--- config.mk ---
export PLATFORM = sky130hd
export DESIGN_NAME = uart_apb_bridge_flat
export DESIGN_NICKNAME = d
export VERILOG_FILES = /design/src/rtl/uart_apb_bridge_if.sv /design/src/rtl/uart_apb_bridge.sv /design/src/flat_wrapper.sv
export SDC_FILE = /design/constraint.sdc
export NUM_CORES = 1
export LEC_CHECK = 0
export BUFFER_PORTS_ARGS = -buffer_cell sky130_fd_sc_hd__buf_2
export CAP_MARGIN = 10
export CORE_MARGIN = 2
export CORE_UTILIZATION = 45
export DETAILED_ROUTE_END_ITERATION = 12
export GPL_TIMING_DRIVEN = 0
export PLACE_DENSITY = 0.78
export RECOVER_POWER = 50
export SETUP_SLACK_MARGIN = 0.3
export SLEW_MARGIN = 20
export SYNTH_ARGS = -nofsm -noshare
export SYNTH_HDL_FRONTEND = slang
export SYNTH_SLANG_ARGS = --single-unit
--- constraint.sdc ---
create_clock -name clk -period 2.87 [get_ports clk]
set_clock_uncertainty 0.2 [all_clocks]
set_input_delay 0 -clock clk [delete_from_list [all_inputs] [get_ports clk]]
set_output_delay 0 -clock clk [all_outputs]
set_load 0.1 [all_outputs]
--- src/rtl/uart_apb_bridge_if.sv ---
// uart_apb_bridge_if: UART byte handshake and APB requester signals of the bridge.
interface uart_apb_bridge_if #(parameter int ADDR_WIDTH = 16, parameter int DATA_WIDTH = 32);
  logic rx_en;
  logic [7:0] rx_data;
  logic tx_en;
  logic [7:0] tx_data;
  logic tx_done;
  logic [ADDR_WIDTH-1:0] paddr;
  logic psel;
  logic penable;
  logic pwrite;
  logic [DATA_WIDTH-1:0] pwdata;
  logic [DATA_WIDTH-1:0] prdata;
  logic pready;
  logic pslverr;
  logic rx_overrun;
  modport master(input rx_en, rx_data, tx_done, prdata, pready, pslverr,
                 output tx_en, tx_data, paddr, psel, penable, pwrite, pwdata, rx_overrun);
  modport slave(output rx_en, rx_data, tx_done, prdata, pready, pslverr,
                input tx_en, tx_data, paddr, psel, penable, pwrite, pwdata, rx_overrun);
endinterface

--- src/rtl/uart_apb_bridge.sv ---
// uart_apb_bridge: UART command frames -> one APB transfer each, status/read data sent back.
// Define UART_APB_BRIDGE_RX_TIMEOUT_EN to discard partial frames after RX_TIMEOUT silent cycles.
module uart_apb_bridge #(
  parameter int ADDR_WIDTH = 16,
  parameter int DATA_WIDTH = 32,
  parameter int APB_TIMEOUT = 255,
  parameter int RX_TIMEOUT = 100000
) (
  input logic clk,
  input logic reset,
  uart_apb_bridge_if.master bus
);
  typedef enum logic [2:0] {IDLE, ADDR, WDATA, SETUP, ACCESS, RESP, RESP_WAIT} state_t;
  localparam logic [7:0] TMO_LAST = 8'(APB_TIMEOUT - 1);
  if (ADDR_WIDTH != 16 || DATA_WIDTH != 32 || RX_TIMEOUT < 1) begin : g_bad_cfg
    $error("uart_apb_bridge: unsupported parameters");
  end
  state_t state_q, state_d, st;
  logic [1:0] cnt_q, cnt_d;
  logic [7:0] tmo_q, tmo_d, tx_data_q, tx_data_d;
  logic [2:0] left_q, left_d;
  logic [ADDR_WIDTH-1:0] paddr_q, paddr_d;
  logic [DATA_WIDTH-1:0] pwdata_q, pwdata_d, rdata_q, rdata_d;
  logic psel_q, psel_d, penable_q, penable_d, pwrite_q, pwrite_d;
  logic tx_en_q, tx_en_d, ovr_q, ovr_d;
`ifdef UART_APB_BRIDGE_RX_TIMEOUT_EN
  localparam int RW = $clog2(RX_TIMEOUT + 1);
  logic [RW-1:0] rxt_q, rxt_d;
  logic rx_to;
  // An expiring partial frame is handled as IDLE this very cycle, so a coincident byte starts a new frame.
  assign rx_to = (state_q == ADDR || state_q == WDATA) && rxt_q == RW'(RX_TIMEOUT);
  assign rxt_d = ((state_d == ADDR || state_d == WDATA) && !bus.rx_en) ? rxt_q + RW'(1) : '0;
  assign st = rx_to ? IDLE : state_q;
`else
  assign st = state_q;
`endif
  always_comb begin
    state_d = st;
    cnt_d = cnt_q;
    tmo_d = tmo_q;
    left_d = left_q;
    paddr_d = paddr_q;
    pwdata_d = pwdata_q;
    rdata_d = rdata_q;
    tx_data_d = tx_data_q;
    psel_d = psel_q;
    penable_d = penable_q;
    pwrite_d = pwrite_q;
    tx_en_d = 1'b0;
    ovr_d = bus.rx_en && (state_q inside {SETUP, ACCESS, RESP, RESP_WAIT});
    case (st)
      IDLE: if (bus.rx_en) begin
        if (bus.rx_data == 8'h01 || bus.rx_data == 8'h02) begin
          pwrite_d = bus.rx_data[1];
          cnt_d = '0;
          state_d = ADDR;
        end else begin
          tx_data_d = 8'h03;
          tx_en_d = 1'b1;
          left_d = '0;
          state_d = RESP;
        end
      end
      ADDR: if (bus.rx_en) begin
        paddr_d = {bus.rx_data, paddr_q[ADDR_WIDTH-1:8]};
        cnt_d = cnt_q == 2'd1 ? 2'd0 : cnt_q + 2'd1;
        if (cnt_q == 2'd1) begin
          state_d = pwrite_q ? WDATA : SETUP;
          psel_d = !pwrite_q;
          tmo_d = '0;
        end
      end
      WDATA: if (bus.rx_en) begin
        pwdata_d = {bus.rx_data, pwdata_q[DATA_WIDTH-1:8]};
        cnt_d = cnt_q + 2'd1;
        if (cnt_q == 2'd3) begin
          state_d = SETUP;
          psel_d = 1'b1;
          tmo_d = '0;
        end
      end
      SETUP: begin
        penable_d = 1'b1;
        state_d = ACCESS;
      end
      // pready is tested before the timeout, so it wins in the final counted cycle.
      ACCESS: if (bus.pready || tmo_q == TMO_LAST) begin
        psel_d = 1'b0;
        penable_d = 1'b0;
        tx_en_d = 1'b1;
        rdata_d = bus.prdata;
        tx_data_d = !bus.pready ? 8'h02 : bus.pslverr ? 8'h01 : 8'h00;
        left_d = (bus.pready && !bus.pslverr && !pwrite_q) ? 3'd4 : 3'd0;
        state_d = RESP;
      end else tmo_d = tmo_q + 8'd1;
      RESP: state_d = RESP_WAIT;
      RESP_WAIT: if (bus.tx_done) begin
        if (left_q != 3'd0) begin
          tx_data_d = rdata_q[7:0];
          rdata_d = rdata_q >> 8;
          left_d = left_q - 3'd1;
          tx_en_d = 1'b1;
          state_d = RESP;
        end else state_d = IDLE;
      end
      default: state_d = IDLE;
    endcase
  end
  always_ff @(posedge clk or posedge reset) begin
    if (reset) begin
      state_q <= IDLE;
      cnt_q <= '0;
      tmo_q <= '0;
      left_q <= '0;
      paddr_q <= '0;
      pwdata_q <= '0;
      rdata_q <= '0;
      tx_data_q <= '0;
      psel_q <= 1'b0;
      penable_q <= 1'b0;
      pwrite_q <= 1'b0;
      tx_en_q <= 1'b0;
      ovr_q <= 1'b0;
`ifdef UART_APB_BRIDGE_RX_TIMEOUT_EN
      rxt_q <= '0;
`endif
    end else begin
      state_q <= state_d;
      cnt_q <= cnt_d;
      tmo_q <= tmo_d;
      left_q <= left_d;
      paddr_q <= paddr_d;
      pwdata_q <= pwdata_d;
      rdata_q <= rdata_d;
      tx_data_q <= tx_data_d;
      psel_q <= psel_d;
      penable_q <= penable_d;
      pwrite_q <= pwrite_d;
      tx_en_q <= tx_en_d;
      ovr_q <= ovr_d;
`ifdef UART_APB_BRIDGE_RX_TIMEOUT_EN
      rxt_q <= rxt_d;
`endif
    end
  end
  assign bus.tx_en = tx_en_q;
  assign bus.tx_data = tx_data_q;
  assign bus.paddr = paddr_q;
  assign bus.psel = psel_q;
  assign bus.penable = penable_q;
  assign bus.pwrite = pwrite_q;
  assign bus.pwdata = pwdata_q;
  assign bus.rx_overrun = ovr_q;
endmodule

--- src/flat_wrapper.sv ---
// flat-port wrapper written by rule: the top's interface ports become plain ports
module uart_apb_bridge_flat 
#(
  parameter int ADDR_WIDTH = 16,
  parameter int DATA_WIDTH = 32,
  parameter int APB_TIMEOUT = 255,
  parameter int RX_TIMEOUT = 100000
)
  (clk, reset, bus_rx_en, bus_rx_data, bus_tx_done, bus_prdata, bus_pready, bus_pslverr, bus_tx_en, bus_tx_data, bus_paddr, bus_psel, bus_penable, bus_pwrite, bus_pwdata, bus_rx_overrun);
  uart_apb_bridge_if #(.ADDR_WIDTH(ADDR_WIDTH), .DATA_WIDTH(DATA_WIDTH)) bus_i ();
  input logic clk;
  input logic reset;
  input wire logic [$bits(bus_i.rx_en)-1:0] bus_rx_en;
  input wire logic [$bits(bus_i.rx_data)-1:0] bus_rx_data;
  input wire logic [$bits(bus_i.tx_done)-1:0] bus_tx_done;
  input wire logic [$bits(bus_i.prdata)-1:0] bus_prdata;
  input wire logic [$bits(bus_i.pready)-1:0] bus_pready;
  input wire logic [$bits(bus_i.pslverr)-1:0] bus_pslverr;
  output wire logic [$bits(bus_i.tx_en)-1:0] bus_tx_en;
  output wire logic [$bits(bus_i.tx_data)-1:0] bus_tx_data;
  output wire logic [$bits(bus_i.paddr)-1:0] bus_paddr;
  output wire logic [$bits(bus_i.psel)-1:0] bus_psel;
  output wire logic [$bits(bus_i.penable)-1:0] bus_penable;
  output wire logic [$bits(bus_i.pwrite)-1:0] bus_pwrite;
  output wire logic [$bits(bus_i.pwdata)-1:0] bus_pwdata;
  output wire logic [$bits(bus_i.rx_overrun)-1:0] bus_rx_overrun;
  assign bus_i.rx_en = bus_rx_en;
  assign bus_i.rx_data = bus_rx_data;
  assign bus_i.tx_done = bus_tx_done;
  assign bus_i.prdata = bus_prdata;
  assign bus_i.pready = bus_pready;
  assign bus_i.pslverr = bus_pslverr;
  assign bus_tx_en = bus_i.tx_en;
  assign bus_tx_data = bus_i.tx_data;
  assign bus_paddr = bus_i.paddr;
  assign bus_psel = bus_i.psel;
  assign bus_penable = bus_i.penable;
  assign bus_pwrite = bus_i.pwrite;
  assign bus_pwdata = bus_i.pwdata;
  assign bus_rx_overrun = bus_i.rx_overrun;
  uart_apb_bridge #(.ADDR_WIDTH(ADDR_WIDTH), .DATA_WIDTH(DATA_WIDTH), .APB_TIMEOUT(APB_TIMEOUT), .RX_TIMEOUT(RX_TIMEOUT)) u_core (.clk(clk), .reset(reset), .bus(bus_i));
endmodule
# After elaboration in Yosys (flattened, before gate mapping)
# Index checks and enable logic that the tools add are counted.
# W data, S select, Z words.
[word_totals] ff_bits=109 input_bits=46 out_inout_bits=61
[op_classes] n_addsub=3 n_eq_ne=22 n_mux=55 reduce_logical=25
[op_table] cell="$mux W32" count=3
[op_table] cell="$mux W8" count=11
[op_table] cell="$pmux W32 S2" count=1
[op_table] cell="$pmux W8 S3" count=2
[op_table] cell="$mux W3" count=15
[op_table] cell="$pmux W3 S7" count=1
[op_table] cell="$reduce_and A6 Y1" count=3
[op_table] cell="$ne A2 B2 Y1 const B" count=8
[op_table] cell="$mux W1" count=12
[op_table] cell="$reduce_bool A3 Y1" count=4
[op_table] cell="$mux W2" count=5
[op_table] cell="$eq A3 B3 Y1 const B" count=3
[op_table] cell="$pmux W3 S3" count=1
[op_table] cell="$add A8 B1 Y8 const B" count=1
[op_table] cell="$eq A8 B1 Y1 const B" count=1
[op_table] cell="$eq A8 B2 Y1 const B" count=1
[op_table] cell="$eq A8 B8 Y1 const B" count=1
[op_table] cell="$reduce_and A7 Y1" count=1
[op_table] cell="$eq A3 B2 Y1 const B" count=2
[op_table] cell="$ne A2 B1 Y1 const B" count=3
[op_table] cell="$pmux W1 S3" count=2
[op_table] cell="$pmux W2 S3" count=1
[op_table] cell="$reduce_and A2 Y1" count=3
[op_table] cell="$reduce_and A5 Y1" count=1
[op_table] cell="14 further kinds" count=19

# Longest topological paths before layout
# Gate-level depths: netlist of run 1.
[depth] word_depth=6 mapped_depth=9 depth_no_buf=7

# Least setup slack after synthesis of run 1
# No wires, ideal clock.
[synth_timing] path_kind="register to register" startpoint="register u_core.state_q[2], in the netlist u_core.st[2]" endpoint="register u_core.pwdata_q[0], in the netlist u_core.bus.pwdata[0]" arrival_ps=1746 required_ps=2544 setup_slack_ps=798 stages_incl_launch_ff=7 n_path_buf=2 synth_period_minus_slack_ps=2072 cell_sequence="dfrtp_1 -> buf_4 -> inv_1 -> nand2_1 -> nor3_1 -> buf_2 -> mux2_2"
[synth_via] elab_chain_cells=2
[synth_lines] item="start: declaration" line="uart_apb_bridge.sv:18" text="state_t state_q, state_d, st;"
[synth_lines] item="start signal: assignment" line="uart_apb_bridge.sv:128" text="state_q <= state_d;"
[synth_lines] item="$eq A3 B2 Y1" line="uart_apb_bridge.sv:51" text="case (st)"
[synth_lines] item="$reduce_and A2 Y1 (no line)"
[synth_lines] item="end signal: assignment" line="uart_apb_bridge.sv:133" text="pwdata_q <= pwdata_d;"
[synth_lines] item="end: declaration" line="uart_apb_bridge.sv:23" text="logic [DATA_WIDTH-1:0] pwdata_q, pwdata_d, rdata_q, rdata_d;"
# No other way between the ends.
# A chain may end at the register's enable or synchronous reset.

# Final worst setup path of run 1
[layout_timing] startpoint="register u_core.state_q[2], in the netlist u_core.st[2]" endpoint="register u_core.rdata_q[5]"
[layout_via] elab_chain_cells=3
[layout_lines] item="$eq A3 B3 Y1" line="uart_apb_bridge.sv:51"
[layout_lines] item="$ne A2 B2 Y1 (no line) / $reduce_bool A2 Y1 (equally long branches)"
[layout_lines] item="$reduce_and A4 Y1 (no line)"
[layout_lines] item="end signal: assignment" line="uart_apb_bridge.sv:134" text="rdata_q <= rdata_d;"
[layout_lines] item="end: declaration" line="uart_apb_bridge.sv:23"
# Several ways; a longest one is shown, not always the timed one.

==> qor.csv, run 1 <==
stage,metric,value,unit
floorplan,Initial Util,45.8,%
final_layout,most frequent cells in the layout,"dfrtp_1 (109), clkbuf_1 (67), buf_2 (54), o21ai_0 (54), mux2_2 (49)",
logic_synthesis,"area leader, netlist",dfrtp_1,
logic_synthesis,Adder-Cell Fraction of Synth Area,1.77,%
logic_synthesis,Synth Cell Area,4950,µm²
placed_design,I/O Buffers,105,
cts,Worst-path clk slew,0.11,ns
setup_path,CP required,2.94,ns
logic_synthesis,synthesized-area fraction occupied by and/or/nand/nor cells,9.71,%
cts,clk sinks,109,
route,ANT nets after route,0,
cts,TritonCTS clock tree,built,
logic_synthesis,Synth cell types,50,
cts,worst skew pair latency,0.39,ns
global_routing,grt total ovfl,0,
timing,Tcrit/Tclk final,85.2,%
logic_synthesis,Synth Area in XOR/XNOR,0.354,%
floorplan,die area,11800,µm²
cts,number of buffers created by CTS,9,
final_layout,Final Instance Area,6270,µm²
final_layout,Total Nets Final,649,
setup_path,Setup crit start kind,flip-flop,
timing,max_slew headroom,17.9,%
route,number of remaining DRC errors,0,
logic_synthesis,synth warn,0,
timing,Setup-failing EPs final,0,
floorplan,Die Height,109,µm
floorplan,Die Span X,109,µm
logic_synthesis,Post-synth EDFFs,0,
cts,CTS max path bufs,2,
worst_hold_path,Hold/Removal Path Class,in -> reg,
logic_synthesis,sequential area share after synthesis,55.1,%
setup_path,Worst Setup Path Type,reg -> reg,
route,DR vias/cell,5.40,
timing,hold slack,0.152,ns
final_layout,# fillers,889,
placed_design,Final HPWL DP,8310,µm
timing,Max Slew Vio Count,0,
timing,Worst Tran Pin Value,1.24,ns
setup_path,CP Capture Type,flip-flop,
logic_synthesis,Post-synth top flop,dfrtp_1,
cts,htree depth,3,
logic_synthesis,Async SR Flop Fraction,100,%
timing,"Hold Violations, Final",0,
logic_synthesis,Syn Nets,484,
global_routing,Total Routing Usage GR,21.4,%
cts,Root Driver,clkbuf_8,
global_routing,initial antenna violation count,0,
final_layout,Diodes inserted,0,
timing,RSZ-0062 raised after global routing,no,
timing,top achievable clock speed,409,MHz
final_layout,layout cells sized above 1,22.8,%
floorplan,num rows,38,
setup_path,CP Max Fanout,10,
logic_synthesis,Synth Area in Compound Gates,12.9,%
placed_design,dpl cell area,5710,µm²
route,vias,4003,
floorplan,Ports,107,
logic_synthesis,post-synthesis mux area share,16.0,%
global_routing,largest net degree at the start of global routing,37,
route,wire per inst,15.9,µm
floorplan,core area,10800,µm²
logic_synthesis,syn avg cell area,11.5,µm²
final_layout,area grow syn2layout,26.7,%
run_status,status,finished clean,
logic_synthesis,largest family of logic cells by synthesized area,multiplexers,
logic_synthesis,dominant cells by area after synthesis,"dfrtp_1 (55%), mux2_2 (11%), o21ai_0 (5.5%), mux2i_1 (4.9%), nand2_1 (3.3%)",
run,max-cap violations,0,
route,TritonRoute pass-1 iters,5,
final_layout,fin util,58.1,%
logic_synthesis,Yosys top cell area share,55.1,%
global_routing,first-pass GRT wire length,19500,µm
logic_synthesis,Mapped Cells,431,
placed_design,gpl congestion,0.852,
global_routing,number of global-route vias before repair,4010,
logic_synthesis,"FF+latch count, synth",109,
final_layout,"most common cell after layout, fill and taps aside",dfrtp_1,
timing,setup TNS,0,ns
route,initial DRC count,419,
setup_path,WP data arrival,2.52,ns
route,final WL,11800,µm
timing,min Tclk post-route,2.45,ns
-- path summary, 6_finish.rpt --
kind / startpoint / end / slack, ns / cells after the start
hold / removal: bus_prdata[26] / u_core.rdata_q[26]$_DFFE_PP0P_ / 0.15 / 3
setup / recovery: u_core.st[2]$_DFFE_PP0P_ / u_core.rdata_q[5]$_DFFE_PP0P_ / 0.42 / 7
min in group asynchronous: reset / u_core.rdata_q[31]$_DFFE_PP0P_ / 0.52 / 4
setup reg to reg: u_core.st[2]$_DFFE_PP0P_ / u_core.rdata_q[5]$_DFFE_PP0P_ / 0.42 / 7
hold reg to reg: u_core.rdata_q[8]$_DFFE_PP0P_ / u_core.rdata_q[8]$_DFFE_PP0P_ / 0.29 / 2
max in group asynchronous: reset / u_core.st[2]$_DFFE_PP0P_ / 0.67 / 6
-- Yosys cell counts (2+ instances only) --
cell type / n
buf_2: 10
nand3b_1: 2
buf_4: 3
mux2i_1: 24
o21ai_0: 54
ha_1: 7
clkbuf_1: 5
inv_1: 11
nand2b_1: 4
nor2_1: 15
mux2_2: 49
nor3_1: 7
dfrtp_1: 109
a22o_1: 9
a31oi_1: 3
o31ai_1: 10
nand2_1: 43
o22ai_1: 2
xnor2_1: 2
nor2b_1: 3
o41ai_1: 2
buf_6: 5
a21oi_1: 15
and2_1: 3
o21ai_1: 3
nor4_1: 2
and3_1: 3
nand4_1: 3
nand4b_1: 2
-- final cells by class --
| class | count | area [µm²] | area share [%] |
|---|---|---|---|
| multi-input cells | 285 | 2030 | 32.4 |
| repair buffers | 154 | 940 | 15.0 |
| plain buffers | 25 | 156 | 2.50 |
| clock inverters | 6 | 63.8 | 1.02 |
| flip-flops and latches | 109 | 2730 | 43.5 |
| inverters | 12 | 46.3 | 0.739 |
| well taps | 140 | 175 | 2.80 |
| clock buffers | 10 | 128 | 2.04 |
-- sequential cells by signal, indices dropped and copies added (netlist names) --
name and flops:
u_core.bus.tx_data 8, u_core.bus.penable 1, u_core.bus.tx_en 1, u_core.bus.pwdata 32, u_core.bus.pwrite 1, u_core.left_q 3, u_core.bus.paddr 16, u_core.bus.psel 1
u_core.cnt_q 2, u_core.st 3, u_core.tmo_q 8, u_core.rdata_q 32, u_core.bus.rx_overrun 1
-- kinds of logic (layout without fill, tap and decap cells) --
| kind of cell | count (synthesis) | after routing |
|---|---|---|
| DFF | 109 | 109 |
| AOI/OAI and AO/OA | 107 | 107 |
| and+or+nand+nor | 96 | 96 |
| muxes | 73 | 73 |
| buffers and inverters | 37 | 207 |
| adders and majority gates | 7 | 7 |
| xor gates and xnor gates | 2 | 2 |
-- routing by layer --
metal	vias to the layer above	part of all wire, %	global-route usage, %
li1	1878	-	-
met1	1974	43	28.0
met2	130	50	34.3
met3	21	4.0	4.36
met4	0	2.5	9.62
met5	-	0	0
-- repair_timing --
item                                   4_1_cts  5_1_grt
endpoints found under the hold margin      177        0
resized for setup                            1        1
pin swaps                                    0        0
hold buffers                                46        0
setup endpoints to repair                   27       10
setup buffers                                0        0
-- through the flow --
step	worst slack, ns	instances
after floorplan	0.798	431
after global placement	0.347	676
after global routing	0.320	741
final	0.424	741
after CTS	0.396	741
after detailed placement	0.297	679
-- worst max-delay path, stage by stage, from the launching register on --
cell and delay, ns:
dfrtp_1 0.38, buf_4 0.16, clkbuf_1 0.23, nand2_1 0.15
buf_4 0.21, clkbuf_1 0.52, mux2i_1 0.19, o21ai_0 0.29
Power of run 1 is left out: the tool's default activity adds up to more than one toggle a clock period on the data nets, which glitch-free logic cannot reach.
==> run 2, diff against run 1 <==
- ABC_AREA: default -> 1
- PLACE_DENSITY: 0.78 -> 0.77
==> qor.csv, run 2 <==
stage,metric,value,unit,change
route,ANT nets after route,0,,unchanged
setup_path,worst path cell trace,nor2_4 -> nand2_2 -> inv_1 -> clkbuf_2 -> nand3_1 -> dlygate4sd3_1 -> nand3_1 -> nand2_1 -> nand2_1,,
logic_synthesis,top-count cell post-synth,nand2_1,,
placed_design,I/O Buffers,106,,+0.95%
logic_synthesis,Synth Cell Area,5060,µm²,+2.2%
logic_synthesis,Mapped Cells,600,,+39%
timing,max_slew headroom,18.7,%,+0.84 points
logic_synthesis,Synth cell types,24,,-52%
floorplan,die area,12100,µm²,+2.1%
final_layout,Total Nets Final,821,,+27%
route,final WL,12800,µm,+8.4%
timing,Setup-failing EPs final,0,,unchanged
logic_synthesis,"area leader, netlist",dfrtp_1,,
floorplan,num rows,38,,unchanged
final_layout,most frequent cells in the layout,"nand2_1 (170), dfrtp_1 (109), clkbuf_1 (72)",,
timing,top achievable clock speed,422,MHz,+3.3%
timing,"Hold Violations, Final",0,,unchanged
cts,TritonCTS clock tree,built,,
final_layout,Diodes inserted,0,,unchanged
cts,htree depth,3,,unchanged
placed_design,gpl congestion,0.873,,+2.5%
route,initial DRC count,303,,-28%
setup_path,CP Capture Type,flip-flop,,
timing,min Tclk post-route,2.37,ns,-0.0770 ns
global_routing,initial antenna violation count,0,,unchanged
timing,Worst Tran Pin Value,1.22,ns,-0.0127 ns
floorplan,Initial Util,46.4,%,+0.60 points
logic_synthesis,Post-synth top flop,dfrtp_1,,
global_routing,Total Routing Usage GR,22.1,%,+0.74 points
route,vias,4613,,+15%
global_routing,first-pass GRT wire length,21000,µm,+7.6%
route,DR vias/cell,5.05,,-6.5%
floorplan,Die Height,110,µm,+1.1%
timing,RSZ-0062 raised after global routing,no,,
logic_synthesis,dominant cells by area after synthesis,"dfrtp_1 (54%), nand2_1 (13%), inv_1 (5.2%), o21ai_0 (5.1%), nand3_1 (3.7%)",,
setup_path,CP max-delay cell,dlygate4sd3_1,,
global_routing,number of global-route vias before repair,4556,,+14%
final_layout,# fillers,971,,+9.2%
cts,Worst-path clk slew,0.12,ns,about the same
global_routing,largest net degree at the start of global routing,36,,-2.7%
logic_synthesis,Yosys top cell area share,53.9,%,-1.2 points
setup_path,Worst Setup Path Type,reg -> reg,,
cts,postcts setup bufs,0,,unchanged
placed_design,Final HPWL DP,9080,µm,+9.3%
logic_synthesis,"FF+latch count, synth",109,,unchanged
logic_synthesis,Async SR Flop Fraction,100,%,unchanged
global_routing,grt total ovfl,0,,unchanged
cts,number of buffers created by CTS,9,,unchanged
logic_synthesis,sequential area share after synthesis,53.9,%,-1.2 points
route,number of remaining DRC errors,0,,unchanged
logic_synthesis,syn avg cell area,8.43,µm²,-27%
timing,Tcrit/Tclk final,82.6,%,-2.7 points
run,max-cap violations,0,,unchanged
route,wire per inst,14.0,µm,-12%
logic_synthesis,top post-synthesis cells by count,"nand2_1 (170), dfrtp_1 (109), inv_1 (70)",,
run_status,status,finished clean,,
setup_path,CP Max Fanout,10,,unchanged
setup_path,Setup crit start kind,flip-flop,,
cts,worst skew pair latency,0.37,ns,-0.02 ns
final_layout,layout cells sized above 1,14.4,%,-8.4 points
route,TritonRoute pass-1 iters,4,,-1
setup_path,slowest cell delay on critical path,0.57,ns,+0.05 ns
floorplan,Ports,107,,unchanged
final_layout,area grow syn2layout,26.6,%,about the same
floorplan,Die Span X,110,µm,+1.1%
final_layout,"most common cell after layout, fill and taps aside",nand2_1,,
setup_path,CP required,2.97,ns,+0.03 ns
logic_synthesis,synth warn,0,,unchanged
worst_hold_path,Hold/Removal Path Class,in -> reg,,
setup_path,WP data arrival,2.47,ns,-0.05 ns
cts,Root Driver,clkbuf_8,,
floorplan,core area,10900,µm²,+0.88%
timing,Max Slew Vio Count,0,,unchanged
timing,setup TNS,0,ns,unchanged
cts,clk sinks,109,,unchanged
cts,CTS max path bufs,2,,unchanged
logic_synthesis,Syn Nets,653,,+35%
logic_synthesis,Post-synth EDFFs,0,,unchanged
-- run 2: cell types whose count changed after synthesis, sizes merged, moves of 9 or more --
cell   change
nand2    +132
inv       +61
nand3     +39
mux2      -33
o21ai     +30
mux2i     -24
nor2      +24
o31ai     -10
a22o       -9
-- run 2: critical path: cells and delay by family (launching register included) --
| family | cells | cell delay (ns) |
|---|---|---|
| buf+inv | 3 | 0.96 |
| flops | 1 | 0.51 |
| simple gates | 6 | 0.63 |
-- run 2: stage by stage --
stage,worst slack (ns),area [µm²],util [%],instances,hold WS [ns]
finish,0.501,6400,58.8,913,0.212
global route,0.328,6400,58.8,913,0.210
CTS,0.337,6510,59.8,913,0.172
detailed placement,0.780,5830,53.5,849,-0.170
global placement,0.693,5770,53.0,846,0.0436
floorplan,1.11,5060,-,600,-0.0531
-- run 2: final timing paths --
kind                                        startpoint                           endpoint  slack [ns]  cells after the start
hold / removal                          bus_prdata[28]     u_core.rdata_q[28]$_DFFE_PP0P_        0.21                      4
hold reg to reg            u_core.bus.psel$_DFFE_PP0P_        u_core.bus.psel$_DFFE_PP0P_        0.29                      2
setup / recovery              u_core.st[0]$_DFFE_PP0P_  u_core.bus.tx_data[0]$_DFFE_PP0P_        0.50                      9
setup reg to reg              u_core.st[0]$_DFFE_PP0P_  u_core.bus.tx_data[0]$_DFFE_PP0P_        0.50                      9
min in group asynchronous                        reset    u_core.bus.paddr[3]$_DFFE_PP0P_        0.61                      4
max in group asynchronous                        reset        u_core.tmo_q[6]$_DFFE_PP0P_        0.60                      6
-- run 2: cells by family (layout without fill, tap and decap cells) --
family | Yosys count | in the layout | share of synthesized area [%]
AOI/OAI and AO/OA | 101 | 101 | 10.1
xor gates and xnor gates | 1 | 1 | 0.173
adders and majority gates | 7 | 7 | 1.73
buffers and inverters | 98 | 271 | 7.82
DFF | 109 | 109 | 53.9
muxes | 16 | 16 | 3.56
and+or+nand+nor | 268 | 268 | 22.6
-- run 2: metal layers --
| metal | share of wire (%) | GRT usage (%) | vias up |
|---|---|---|---|
| met5 | 0 | 0 | - |
| met4 | 0.91 | 5.79 | 0 |
| met3 | 6.6 | 5.53 | 11 |
| met2 | 51 | 40.2 | 167 |
| met1 | 42 | 25.9 | 2193 |
| li1 | - | - | 2242 |
-- run 2: final cells by class --
cell class	instances	area, µm²	area share (%)
Clock buffer	9	124	1.94
Buffer	26	126	1.97
Tap cell	140	175	2.74
Inverter	72	272	4.24
Clock inverter	7	78.8	1.23
Sequential cell	109	2730	42.6
Timing Repair Buffer	157	965	15.1
Multi-Input combinational cell	393	1930	30.2
-- run 2: timing repair --
| item | CTS | global route |
|---|---|---|
| endpoints found under the setup margin | 0 | 1 |
| hold buffers | 48 | 0 |
| endpoints found under the hold margin | 172 | 0 |
| resized for setup | 0 | 2 |
Power of run 2 is left out for the same reason.
==> run 3, diff against run 2 <==
- PLACE_DENSITY: 0.77 -> 0.75
- clock period: 2.87 -> 2.35 ns (I/O delays scaled with it)
==> qor.csv, run 3 (synthesis results as in run 2) <==
stage,metric,value,unit,change
setup_path,Worst Setup Path Type,reg -> reg,,
timing,Setup-failing EPs final,0,,unchanged
route,wire per inst,14.1,µm,+0.53%
final_layout,"most common cell after layout, fill and taps aside",nand2_1,,
global_routing,Total Routing Usage GR,22.3,%,+0.22 points
cts,htree depth,3,,unchanged
setup_path,WP data arrival,2.11,ns,-0.36 ns
setup_path,Reg2Reg Setup Slack,0.32,ns,-0.18 ns
floorplan,die area,12100,µm²,unchanged
placed_design,Cells after DPL,849,,unchanged
final_layout,Sequential cell area,2730,µm²,+0.14%
floorplan,Die Span X,110,µm,unchanged
timing,RSZ-0062 raised after global routing,yes,,
route,DR vias/cell,5.11,,+1.1%
final_layout,# fillers,940,,-3.2%
run,max-cap violations,0,,unchanged
cts,CTS max path bufs,2,,unchanged
global_routing,first-pass GRT wire length,21000,µm,+0.10%
global_routing,number of global-route vias before repair,4479,,-1.7%
final_layout,Finished Layout Cells,913,,unchanged
floorplan,core area,10900,µm²,unchanged
global_routing,grt total ovfl,0,,unchanged
route,TritonRoute pass-1 iters,5,,+1
setup_path,CP Max Fanout,10,,unchanged
setup_path,CP required,2.43,ns,-0.54 ns
timing,Tcrit/Tclk final,86.3,%,+3.7 points
placed_design,gpl congestion,0.895,,+2.4%
timing,Worst Tran Pin Value,1.19,ns,-0.0347 ns
route,initial DRC count,406,,+34%
placed_design,Final HPWL DP,9010,µm,-0.78%
global_routing,largest net degree at the start of global routing,35,,-2.8%
route,ANT nets after route,0,,unchanged
cts,Root Driver,clkbuf_8,,
route,final WL,12900,µm,+0.53%
cts,Worst-path clk slew,0.11,ns,about the same
timing,Max Slew Vio Count,0,,unchanged
final_layout,area grow syn2layout,27.5,%,
route,number of remaining DRC errors,0,,unchanged
setup_path,Setup crit start kind,flip-flop,,
final_layout,Total Nets Final,821,,unchanged
final_layout,Diodes inserted,0,,unchanged
timing,min Tclk post-route,2.03,ns,-0.342 ns
timing,setup TNS,0,ns,unchanged
global_routing,initial antenna violation count,0,,unchanged
floorplan,num rows,38,,unchanged
cts,worst skew pair latency,0.39,ns,+0.02 ns
timing,"Hold Violations, Final",0,,unchanged
worst_hold_path,Hold/Removal Path Class,in -> async,,
cts,clk sinks,109,,unchanged
floorplan,Ports,107,,unchanged
timing,top achievable clock speed,493,MHz,+17%
cts,TritonCTS clock tree,built,,
final_layout,layout cells sized above 1,20.3,%,+6.0 points
cts,number of buffers created by CTS,9,,unchanged
setup_path,CP Capture Type,flip-flop,,
placed_design,I/O Buffers,106,,unchanged
run_status,status,finished clean,,
timing,max_slew headroom,21.0,%,+2.3 points
route,vias,4665,,+1.1%
final_layout,multi-input logic area,1940,µm²,+0.71%
floorplan,Initial Util,46.4,%,unchanged
floorplan,Die Height,110,µm,unchanged
final_layout,most frequent cells in the layout,"nand2_1 (169), dfrtp_1 (106), buf_2 (84)",,
run 3: routing by layer:
layer / part of all wire, % / GRT usage, % / vias to the layer above / routed length, µm
met5: 0 / 0 / - / 0
met4: 1.6 / 5.88 / 0 / 210
met3: 6.9 / 5.23 / 21 / 887
met2: 50 / 38.8 / 208 / 6380
met1: 42 / 28.0 / 2195 / 5370
li1: - / - / 2241 / -
run 3: final timing paths:
path,cells after the start,end,startpoint
worst max-delay path,7,u_core.bus.pwdata[3]$_DFFE_PP0P_,u_core.st[2]$_DFFE_PP0P_
worst min-delay path,3,u_core.bus.paddr[3]$_DFFE_PP0P_,reset
worst max register to register,7,u_core.bus.pwdata[3]$_DFFE_PP0P_,u_core.st[2]$_DFFE_PP0P_
worst min register to register,2,u_core.bus.psel$_DFFE_PP0P_,u_core.bus.psel$_DFFE_PP0P_
max in group asynchronous,5,u_core.rdata_q[23]$_DFFE_PP0P_,reset
min in group clk,4,u_core.rdata_q[31]$_DFFE_PP0P_,bus_prdata[31]
run 3: critical path, cell delays in order, from the launching register on:
cell and delay [ns]:
dfrtp_1 0.44, inv_1 0.11, clkbuf_1 0.35, nand3_1 0.18, buf_2 0.23, clkbuf_2 0.23
nand2_1 0.10, o21ai_0 0.09
run 3: final cells by class:
cell class                      count  area share (%)
Sequential cell                   109            42.4
Multi-Input combinational cell    394            30.2
Timing Repair Buffer              156            15.4
Inverter                           72            4.21
Tap cell                          140            2.72
Buffer                             26            2.25
Clock buffer                        9            1.92
Clock inverter                      7            1.01
run 3: repair_timing:
| action | in CTS | in global routing |
|---|---|---|
| cloned | 0 | 1 |
| setup endpoints to repair | 8 | 70 |
| hold buffers | 45 | 0 |
| resized for setup | 1 | 24 |
| setup buffers | 0 | 2 |
| endpoints found under the hold margin | 139 | 0 |
| pin swaps | 0 | 1 |
run 3: through the flow:
stage	setup WS (ns)	hold WS [ns]	utilization [%]	cell area [µm²]
finish	0.323	0.156	59.2	6450
global route	0.128	0.174	59.2	6450
CTS	0.290	0.0359	59.5	6470
detailed placement	0.270	-0.0836	53.6	5830
global placement	0.178	0.0459	53.0	5770
floorplan	0.593	-0.0531	-	5060
Power of run 3 is left out for the same reason.
